==> config.mk <==
export PLATFORM = sky130hd
export DESIGN_NAME = mdu_iter
export DESIGN_NICKNAME = d
export VERILOG_FILES = /design/src/rtl/mdu_pkg.sv /design/src/rtl/mdu_div_core.sv /design/src/rtl/mdu_iter.sv
export SDC_FILE = /design/constraint.sdc
export NUM_CORES = 2
export LEC_CHECK = 0
export BUFFER_PORTS_ARGS = -buffer_cell sky130_fd_sc_hd__buf_2
export CAP_MARGIN = 20
export CORE_UTILIZATION = 40
export DETAILED_ROUTE_END_ITERATION = 6
export PLACE_DENSITY = 0.6
export SYNTH_ARGS = -nofsm -noshare
export SYNTH_HDL_FRONTEND = slang
export SYNTH_SLANG_ARGS = --single-unit
==> constraint.sdc <==
create_clock -name clk -period 25.8 [get_ports clk]
set_clock_uncertainty 0.15 [all_clocks]
set_input_delay 1.29 -clock clk [delete_from_list [all_inputs] [get_ports clk]]
set_output_delay 1.29 -clock clk [all_outputs]
set_load 0.02 [all_outputs]
==> src/rtl/mdu_pkg.sv <==
// mdu_pkg: shared md_op encodings, FSM state type, divider latency and product helper.
package mdu_pkg;

  typedef enum logic [2:0] {
    MD_NONE  = 3'd0,
    MD_MULT  = 3'd1,
    MD_MULTU = 3'd2,
    MD_DIV   = 3'd3,
    MD_DIVU  = 3'd4,
    MD_MTHI  = 3'd5,
    MD_MTLO  = 3'd6,
    MD_MADD  = 3'd7
  } md_op_e;

  typedef enum logic [1:0] {
    ST_IDLE,
    ST_MUL,
    ST_DIV,
    ST_FIX
  } state_e;

  // 32 iteration cycles + 1 sign-correction cycle
  localparam int unsigned DIV_CYCLES = 33;

  typedef logic [63:0] prod_t;

  // Low 64 bits of a 64x64 product equal the signed/unsigned 32x32 product
  function automatic prod_t mul64(input logic [31:0] a, input logic [31:0] b, input logic sgn);
    prod_t ea;
    prod_t eb;
    ea = {{32{sgn & a[31]}}, a};
    eb = {{32{sgn & b[31]}}, b};
    return ea * eb;
  endfunction

endpackage

==> src/rtl/mdu_div_core.sv <==
// mdu_div_core: unsigned restoring divider, one quotient bit per cycle.
// Ports: clk, reset_n (async active-low), start (load operands),
//        dividend/divisor (unsigned), done (high during final step cycle),
//        quotient/remainder (valid from the cycle after done).
import mdu_pkg::*;

module mdu_div_core (
  input  logic        clk,
  input  logic        reset_n,
  input  logic        start,
  input  logic [31:0] dividend,
  input  logic [31:0] divisor,
  output logic        done,
  output logic [31:0] quotient,
  output logic [31:0] remainder
);

  logic [31:0] dsr;
  logic [4:0]  cnt;
  logic        run;
  logic [32:0] shifted;
  logic        ge;
  logic [31:0] rem_sub;

  always_comb begin
    shifted = {remainder, quotient[31]};
    ge      = (shifted >= {1'b0, dsr});
    // when ge holds the difference is below dsr, so 32 bits suffice
    rem_sub = shifted[31:0] - dsr;
  end

  assign done = run && (cnt == 5'(DIV_CYCLES - 2));

  always_ff @(posedge clk or negedge reset_n) begin
    if (!reset_n) begin
      quotient  <= '0;
      remainder <= '0;
      dsr       <= '0;
      cnt       <= '0;
      run       <= 1'b0;
    end else if (start) begin
      quotient  <= dividend;
      remainder <= '0;
      dsr       <= divisor;
      cnt       <= '0;
      run       <= 1'b1;
    end else if (run) begin
      if (ge) begin
        remainder <= rem_sub;
        quotient  <= {quotient[30:0], 1'b1};
      end else begin
        remainder <= shifted[31:0];
        quotient  <= {quotient[30:0], 1'b0};
      end
      cnt <= cnt + 5'd1;
      if (done)
        run <= 1'b0;
    end
  end

endmodule

==> src/rtl/mdu_iter.sv <==
// mdu_iter: multi-cycle multiply/divide unit holding architectural HI/LO.
// Ports: clk, reset_n (async active-low), md_op/md_start (operation issue),
//        rs_val/rt_val (operands), busy (operation in flight), hi/lo.
// Optional MDU_MADD_EN: enables op 7 (madd, {hi,lo} += signed rs*rt).
import mdu_pkg::*;

module mdu_iter #(
  parameter int unsigned MULT_CYCLES = 5
) (
  input  logic        clk,
  input  logic        reset_n,
  input  logic [2:0]  md_op,
  input  logic        md_start,
  input  logic [31:0] rs_val,
  input  logic [31:0] rt_val,
  output logic        busy,
  output logic [31:0] hi,
  output logic [31:0] lo
);

  state_e      state;
  md_op_e      op;
  logic [3:0]  cnt;
  logic [31:0] a_q;
  logic [31:0] b_q;
  logic        mul_sgn;
  logic        neg_q;
  logic        neg_r;
  logic        dz_q;
`ifdef MDU_MADD_EN
  logic        madd_q;
`endif

  logic        accept;
  logic        div_go;
  logic        div_sgn;
  logic [31:0] dvd_mag;
  logic [31:0] dsr_mag;
  logic        div_done;
  logic [31:0] quo;
  logic [31:0] rem;
  prod_t       prod;

  always_comb begin
    op      = md_op_e'(md_op);
    accept  = md_start && (state == ST_IDLE) && !busy;
    div_sgn = (op == MD_DIV);
    div_go  = accept && ((op == MD_DIV) || (op == MD_DIVU));
    dvd_mag = (div_sgn && rs_val[31]) ? -rs_val : rs_val;
    dsr_mag = (div_sgn && rt_val[31]) ? -rt_val : rt_val;
    prod    = mul64(a_q, b_q, mul_sgn);
  end

  mdu_div_core u_div (
    .clk       (clk),
    .reset_n   (reset_n),
    .start     (div_go),
    .dividend  (dvd_mag),
    .divisor   (dsr_mag),
    .done      (div_done),
    .quotient  (quo),
    .remainder (rem)
  );

  always_ff @(posedge clk or negedge reset_n) begin
    if (!reset_n) begin
      state   <= ST_IDLE;
      busy    <= 1'b0;
      hi      <= '0;
      lo      <= '0;
      cnt     <= '0;
      a_q     <= '0;
      b_q     <= '0;
      mul_sgn <= 1'b0;
      neg_q   <= 1'b0;
      neg_r   <= 1'b0;
      dz_q    <= 1'b0;
`ifdef MDU_MADD_EN
      madd_q  <= 1'b0;
`endif
    end else begin
      case (state)
        ST_IDLE: begin
          if (accept) begin
            case (op)
              MD_MULT, MD_MULTU: begin
                a_q     <= rs_val;
                b_q     <= rt_val;
                mul_sgn <= (op == MD_MULT);
`ifdef MDU_MADD_EN
                madd_q  <= 1'b0;
`endif
                cnt     <= 4'(MULT_CYCLES - 1);
                busy    <= 1'b1;
                state   <= ST_MUL;
              end
`ifdef MDU_MADD_EN
              MD_MADD: begin
                a_q     <= rs_val;
                b_q     <= rt_val;
                mul_sgn <= 1'b1;
                madd_q  <= 1'b1;
                cnt     <= 4'(MULT_CYCLES - 1);
                busy    <= 1'b1;
                state   <= ST_MUL;
              end
`else
              MD_MADD: ;
`endif
              MD_DIV, MD_DIVU: begin
                neg_q <= div_sgn && (rs_val[31] ^ rt_val[31]);
                neg_r <= div_sgn && rs_val[31];
                dz_q  <= (rt_val == '0);
                busy  <= 1'b1;
                state <= ST_DIV;
              end
              MD_MTHI: hi <= rs_val;
              MD_MTLO: lo <= rs_val;
              default: ;
            endcase
          end
        end
        ST_MUL: begin
          if (cnt == '0) begin
`ifdef MDU_MADD_EN
            {hi, lo} <= madd_q ? ({hi, lo} + prod) : prod;
`else
            {hi, lo} <= prod;
`endif
            busy  <= 1'b0;
            state <= ST_IDLE;
          end else begin
            cnt <= cnt - 4'd1;
          end
        end
        ST_DIV: begin
          if (div_done)
            state <= ST_FIX;
        end
        ST_FIX: begin
          if (!dz_q) begin
            lo <= neg_q ? -quo : quo;
            hi <= neg_r ? -rem : rem;
          end
          busy  <= 1'b0;
          state <= ST_IDLE;
        end
        default: begin
          busy  <= 1'b0;
          state <= ST_IDLE;
        end
      endcase
    end
  end

endmodule

=== Word level (Yosys, flattened, before mapping) ===
Cells that the tools add are included.

* Order comparisons: 1
* Reduce and logical (&&, ||, !) cells: 25
* Multipliers: 1
* $add $sub $neg: 7
* Mux-type cells: 38
* Equality and inequality tests: 20
* Bitwise gates (word level): 3

{| class="wikitable"
|+ Operator list
! cell !! count
|-
| 32-bit 2-to-1 mux || 17
|-
| 32-bit one-hot mux with 3 select lines || 2
|-
| 32-bit negator || 4
|-
| 33-bit by 33-bit multiplier with 64-bit output || 1
|-
| 33-bit by 32-bit >= comparator with 1-bit output || 1
|-
| 32-bit zero test || 1
|-
| 32-bit subtractor || 1
|-
| 4-bit 2-to-1 mux || 3
|-
| 2-bit != test (second input constant) || 6
|-
| 4-bit AND reduction || 3
|-
| 5-bit 2-to-1 mux || 2
|-
| 5-bit AND reduction || 2
|-
| 3-bit == test (second input constant) || 3
|-
| 2-bit one-hot mux with 4 select lines || 1
|-
| 4-bit one-hot mux with 2 select lines || 1
|-
| 1-bit logical AND || 7
|-
| 1-bit 2-to-1 mux || 7
|-
| 3-bit by 2-bit == test with 1-bit output (second input constant) || 2
|-
| 2-bit 2-to-1 mux || 3
|-
| 2-bit by 1-bit != test with 1-bit output (second input constant) || 3
|-
| 3-bit AND reduction || 2
|-
| 5-bit by 1-bit adder with 5-bit output (second input constant) || 1
|-
| 5-bit == test (second input constant) || 1
|-
| 2-bit == test (second input constant) || 2
|-
| other kinds (16) || 19
|}

* Register bits: 241
* Word-level logic and storage cells: 111
* Input bits: 70
* Output and inout port bits: 65

=== Longest topological paths before layout ===
* Word-level depth: 5
* Mapped depth: 30
* Depth with buffers taken out: 28

=== Hierarchy ===
Synthesis repeated with hierarchy kept, for this count alone.

* Cells, all modules: 5954
* Area total of the unflattened synthesis: 53362.4 µm²

{| class="wikitable"
|+ Modules (own cells, without submodules)
! module !! seq. area each (µm²) !! cells an instance !! instances !! area each (µm²)
|-
| mdu_iter || 3478.3 || 5221 || 1 || 47022.6
|-
| mdu_div_core || 2552.4 || 733 || 1 || 6339.8
|}

=== Worst setup path after synthesis ===
Ideal clock, no wire load.

* Path kind: register -> register
* From: register a_q[31]
* To: register hi[31]
* Setup time: 88 ps
* Data arrival time: 7857 ps
* Setup slack: 17705 ps
* Cell stages (with the launch flop): 29
* Required time: 25562 ps
* Path through: dfrtp_1 -> clkbuf_1 -> and2_1 -> clkbuf_1 -> nand2_1 -> inv_1 -> fa_1 -> inv_1 -> fa_1 -> inv_1 -> fa_1 -> inv_1 -> fa_1 -> fa_1 -> fa_1 -> fa_1 -> fa_1 -> inv_1 -> ha_1 -> a21oi_1 -> o21ai_0 -> a21oi_1 -> nor2b_1 -> o21ai_0 -> nand2_1 -> a311oi_1 -> nor2_1 -> or3_1 -> a41oi_1

* Cells in the longest elaborated chain, start to end: 4

{| class="wikitable"
|+ Ends and longest elaborated chain
! what !! RTL line !! source
|-
| from (decl) || mdu_iter.sv:24 || <nowiki>logic [31:0] a_q;</nowiki>
|-
| from (signal assigned) || mdu_iter.sv:87 || <nowiki>a_q <= rs_val;</nowiki>
|-
| 1-bit bitwise AND || mdu_pkg.sv:31 || <nowiki>ea = {{32{sgn & a[31]}}, a};</nowiki>
|-
| 33-bit by 33-bit multiplier with 64-bit output (*) || mdu_pkg.sv:33 || <nowiki>return ea * eb;</nowiki>
|-
| 32-bit 2-to-1 mux (*) || mdu_iter.sv:124 || <nowiki>if (cnt == '0) begin</nowiki>
|-
| 32-bit one-hot mux with 3 select lines (*) || mdu_iter.sv:82 || <nowiki>case (state)</nowiki>
|-
| to (signal assigned) || mdu_iter.sv:117 || <nowiki>MD_MTHI: hi <= rs_val;</nowiki>
|-
| to (signal assigned) || mdu_iter.sv:128 || <nowiki>{hi, lo} <= prod;</nowiki>
|-
| to (signal assigned) || mdu_iter.sv:143 || <nowiki>hi <= neg_r ? -rem : rem;</nowiki>
|-
| to (decl) || mdu_iter.sv:17 || <nowiki>output logic [31:0] hi,</nowiki>
|}

Every way passes the cells marked *; elsewhere a longest branch is shown, timed or not. The select of a mux whose other input is x is not followed.
A chain may end at the register's enable or synchronous reset.

=== Worst setup path after layout ===
Ends and elaborated chain as after synthesis.

==> results.sh <==
export IMPL_vias=40000
export IMPL_numCtsBuffers=26
export IMPL_grt_pass1_wl_um=243000
export IMPL_drtIter0Drc=3052
export IMPL_critPathArrivalTime_ns=9.85
export IMPL_die_area_mm2=0.133
export IMPL_fin_setup_tns_ns=0
export IMPL_die_w_um=365
export IMPL_synth_compound_area_share=0.0829
export IMPL_finalHoldViolCount=0
export IMPL_finalSetupViolations=0
export IMPL_drt_wirelength_per_cell_um=20.0
export IMPL_max_cap_violations=0
export IMPL_worst_setup_path_start_kind="flip-flop"
export IMPL_io_pins=135
export IMPL_nNetsFinal=7250
export IMPL_path_clk_slew_ns=0.07
export IMPL_status="complete, no violations"
export IMPL_grt_usage=0.235
export IMPL_area_growth_pct=6.23
export IMPL_htreeDepth=1
export IMPL_synth_simple_area_share=0.148
export IMPL_num_rows=132
export IMPL_drv_slew=0
export IMPL_synth_top_family_by_area="adder cells"
export IMPL_routabilityCongestion=0.915
export IMPL_synth_warnings=0
export IMPL_worst_pin_slew_ns=1.04
export IMPL_n_fill_cell=13000
export IMPL_yosysUniqueCellTypes=80
export IMPL_post_cts_buffers=0
export IMPL_synth_top_area_frac=0.427
export IMPL_antenna_left=0
export IMPL_crit_required_ns=26.12
export IMPL_ctsHoldBuffers=0
export IMPL_synthMuxAreaShare=0.0226
export IMPL_drive_gt1_frac=0.0644
export IMPL_syn_area_per_cell_um2=8.97
export IMPL_synth_edf_count=0
export IMPL_routed_wl_um=152000
export IMPL_rsz0062_at_grt="false"
export IMPL_syn_area_mm2=0.0528
export IMPL_ys_top_cells_by_area="fa_1 (43%), dfrtp_1 (11%), inv_1 (8.5%)"
export IMPL_synth_fp_nets=7334
export IMPL_worstSkewPairLatency_ns=0.57
export IMPL_dp_hpwl_um=121000
export IMPL_firstDrtPassIters=6
export IMPL_yosys_area_share_xor_xnor=0.0365
export IMPL_path_class="flip-flop to flip-flop"
export IMPL_fmaxAchievable_ghz=0.105
export IMPL_final_common_cell="inv_1"
export IMPL_die_y_um=365
export IMPL_yosys_most_used_dff="dfrtp_1"
export IMPL_cts_sinks=241
export IMPL_relSlewSlack=0.310
export IMPL_cts_resized=0
export IMPL_ys_ff_latch=241
export IMPL_vias_per_cell=5.29
export IMPL_clockBufferDepth=3
export IMPL_port_buffers=134
export IMPL_path_max_fanout=52
export IMPL_synth_async_reset_ratio=1.00
export IMPL_worst_setup_path_end_kind="flip-flop"
export IMPL_seq_area_frac_synth=0.114
export IMPL_grt_max_degree=108
export IMPL_synth_fa_ha_area_frac=0.486
export IMPL_synthesis_instances=5887
export IMPL_final_cell_mix="inv_1 (1,200), fa_1 (1,126), nand2_1 (929)"
export IMPL_cts_tree="yes"
export IMPL_drcViolationCount=0
export IMPL_antenna_found_initial=7
export IMPL_grt_overflow=0
export IMPL_initial_core_util=0.406
export IMPL_fin_crit_ns=9.53
export IMPL_yosys_area_top_type="fa_1"
export IMPL_core_mm2=0.130
export IMPL_period_share=0.369
export IMPL_hold_path_class="flip-flop to flip-flop"
export IMPL_grt_pass1_vias=41900
export IMPL_cts_root_buf="clkbuf_16"
## final timing paths
path | to | slack (ns) | startpoint | depth (start not counted)
setup reg to reg | hi[31] | 16.27 | a_q[31] | 26
max in group asynchronous | u_div.quotient[3] | 22.81 | reset_n | 4
setup / recovery | hi[31] | 16.27 | a_q[31] | 26
min in group asynchronous | u_div.cnt[4] | 0.60 | reset_n | 1
hold reg to reg | lo[11] | 0.33 | lo[11] | 2
hold / removal | lo[11] | 0.33 | lo[11] | 2
## cells by family (layout without fill, tap and decap cells)
| family | count (synthesis) | count (layout) |
|---|---|---|
| other | 0 | 3 |
| adder cells (fa/ha/maj) | 1377 | 1377 |
| XOR/XNOR | 220 | 220 |
| AO/OA/AOI/OAI | 716 | 716 |
| multiplexers | 111 | 111 |
| flip-flops | 241 | 241 |
| buffers and inverters | 1534 | 1470 |
| AND/OR/NAND/NOR | 1688 | 1688 |
## metrics by stage
stage / cell area (um^2) / setup WS (ns) / cells / util / hold slack [ns]
2_1_floorplan: 52800 / 17.70 / 5887 / - / 0.300
3_3_place_gp: 55100 / 16.50 / 7513 / 0.423 / 0.310
3_5_place_dp: 55100 / 16.31 / 7514 / 0.424 / 0.319
4_1_cts: 56000 / 16.26 / 7562 / 0.431 / 0.334
5_1_grt: 56100 / 15.66 / 7566 / 0.431 / 0.360
6_report: 56100 / 16.27 / 7568 / 0.431 / 0.330
## synthesized netlist by cell type, types with 31 or more instances
cell,count
and2_1,357
xor2_1,66
a21o_1,31
mux2_2,64
inv_1,1200
xnor2_1,154
o31ai_1,33
dfrtp_1,241
fa_1,1126
nor3_1,38
o21ai_0,252
mux2i_1,47
nand2_1,929
clkbuf_1,323
ha_1,251
nor2_1,166
a21oi_1,191
## layer usage
metal / part of all wire / vias to the layer above / routed length (um) / global-route usage
met5: 0 / - / 0 / 0
met4: 0.030 / 0 / 4600 / 0.0646
met3: 0.051 / 212 / 7720 / 0.0168
met2: 0.49 / 1225 / 74100 / 0.394
met1: 0.43 / 20900 / 65300 / 0.326
li1: - / 17700 / - / -
## flip-flops by register name, summed over array words and instances, names as in the netlist, 2 cells and up
signal	cells
a_q	32
b_q	32
hi	32
lo	32
u_div.dsr	32
u_div.quotient	32
u_div.remainder	32
u_div.cnt	5
cnt	4
state	2
## cell type report
cell class | count | area, um^2 | share of cell area
diodes | 3 | 7.51 | 0.000134
clock buffers | 41 | 798 | 0.0142
flip-flops and latches | 241 | 6040 | 0.108
clock inverters | 7 | 114 | 0.00203
multi-input cells | 4112 | 41100 | 0.732
well taps | 1742 | 2180 | 0.0389
repair buffers | 222 | 1390 | 0.0248
inverters | 1200 | 4500 | 0.0803
## worst max-delay path: stages, from the launching register on
cell and delay [ns]:
dfrtp_1 0.32, buf_4 0.44, and2_1 0.62, nand2_1 0.24, inv_1 0.14, fa_1 0.40
inv_1 0.22, fa_1 0.50, inv_1 0.20, fa_1 0.48, fa_1 0.91, inv_1 0.41
fa_1 0.60, inv_1 0.06, fa_1 0.53, inv_1 0.05, fa_1 0.45, fa_1 0.50
inv_1 0.04, ha_1 0.35, o21a_1 0.19, o21ai_0 0.22, o22ai_1 0.25, a311oi_1 0.50
nor2_1 0.11, or3_1 0.37, a41oi_1 0.19
Power is left out: the tool's default activity adds up to more than one toggle a clock period on the data nets, which glitch-free logic cannot reach.
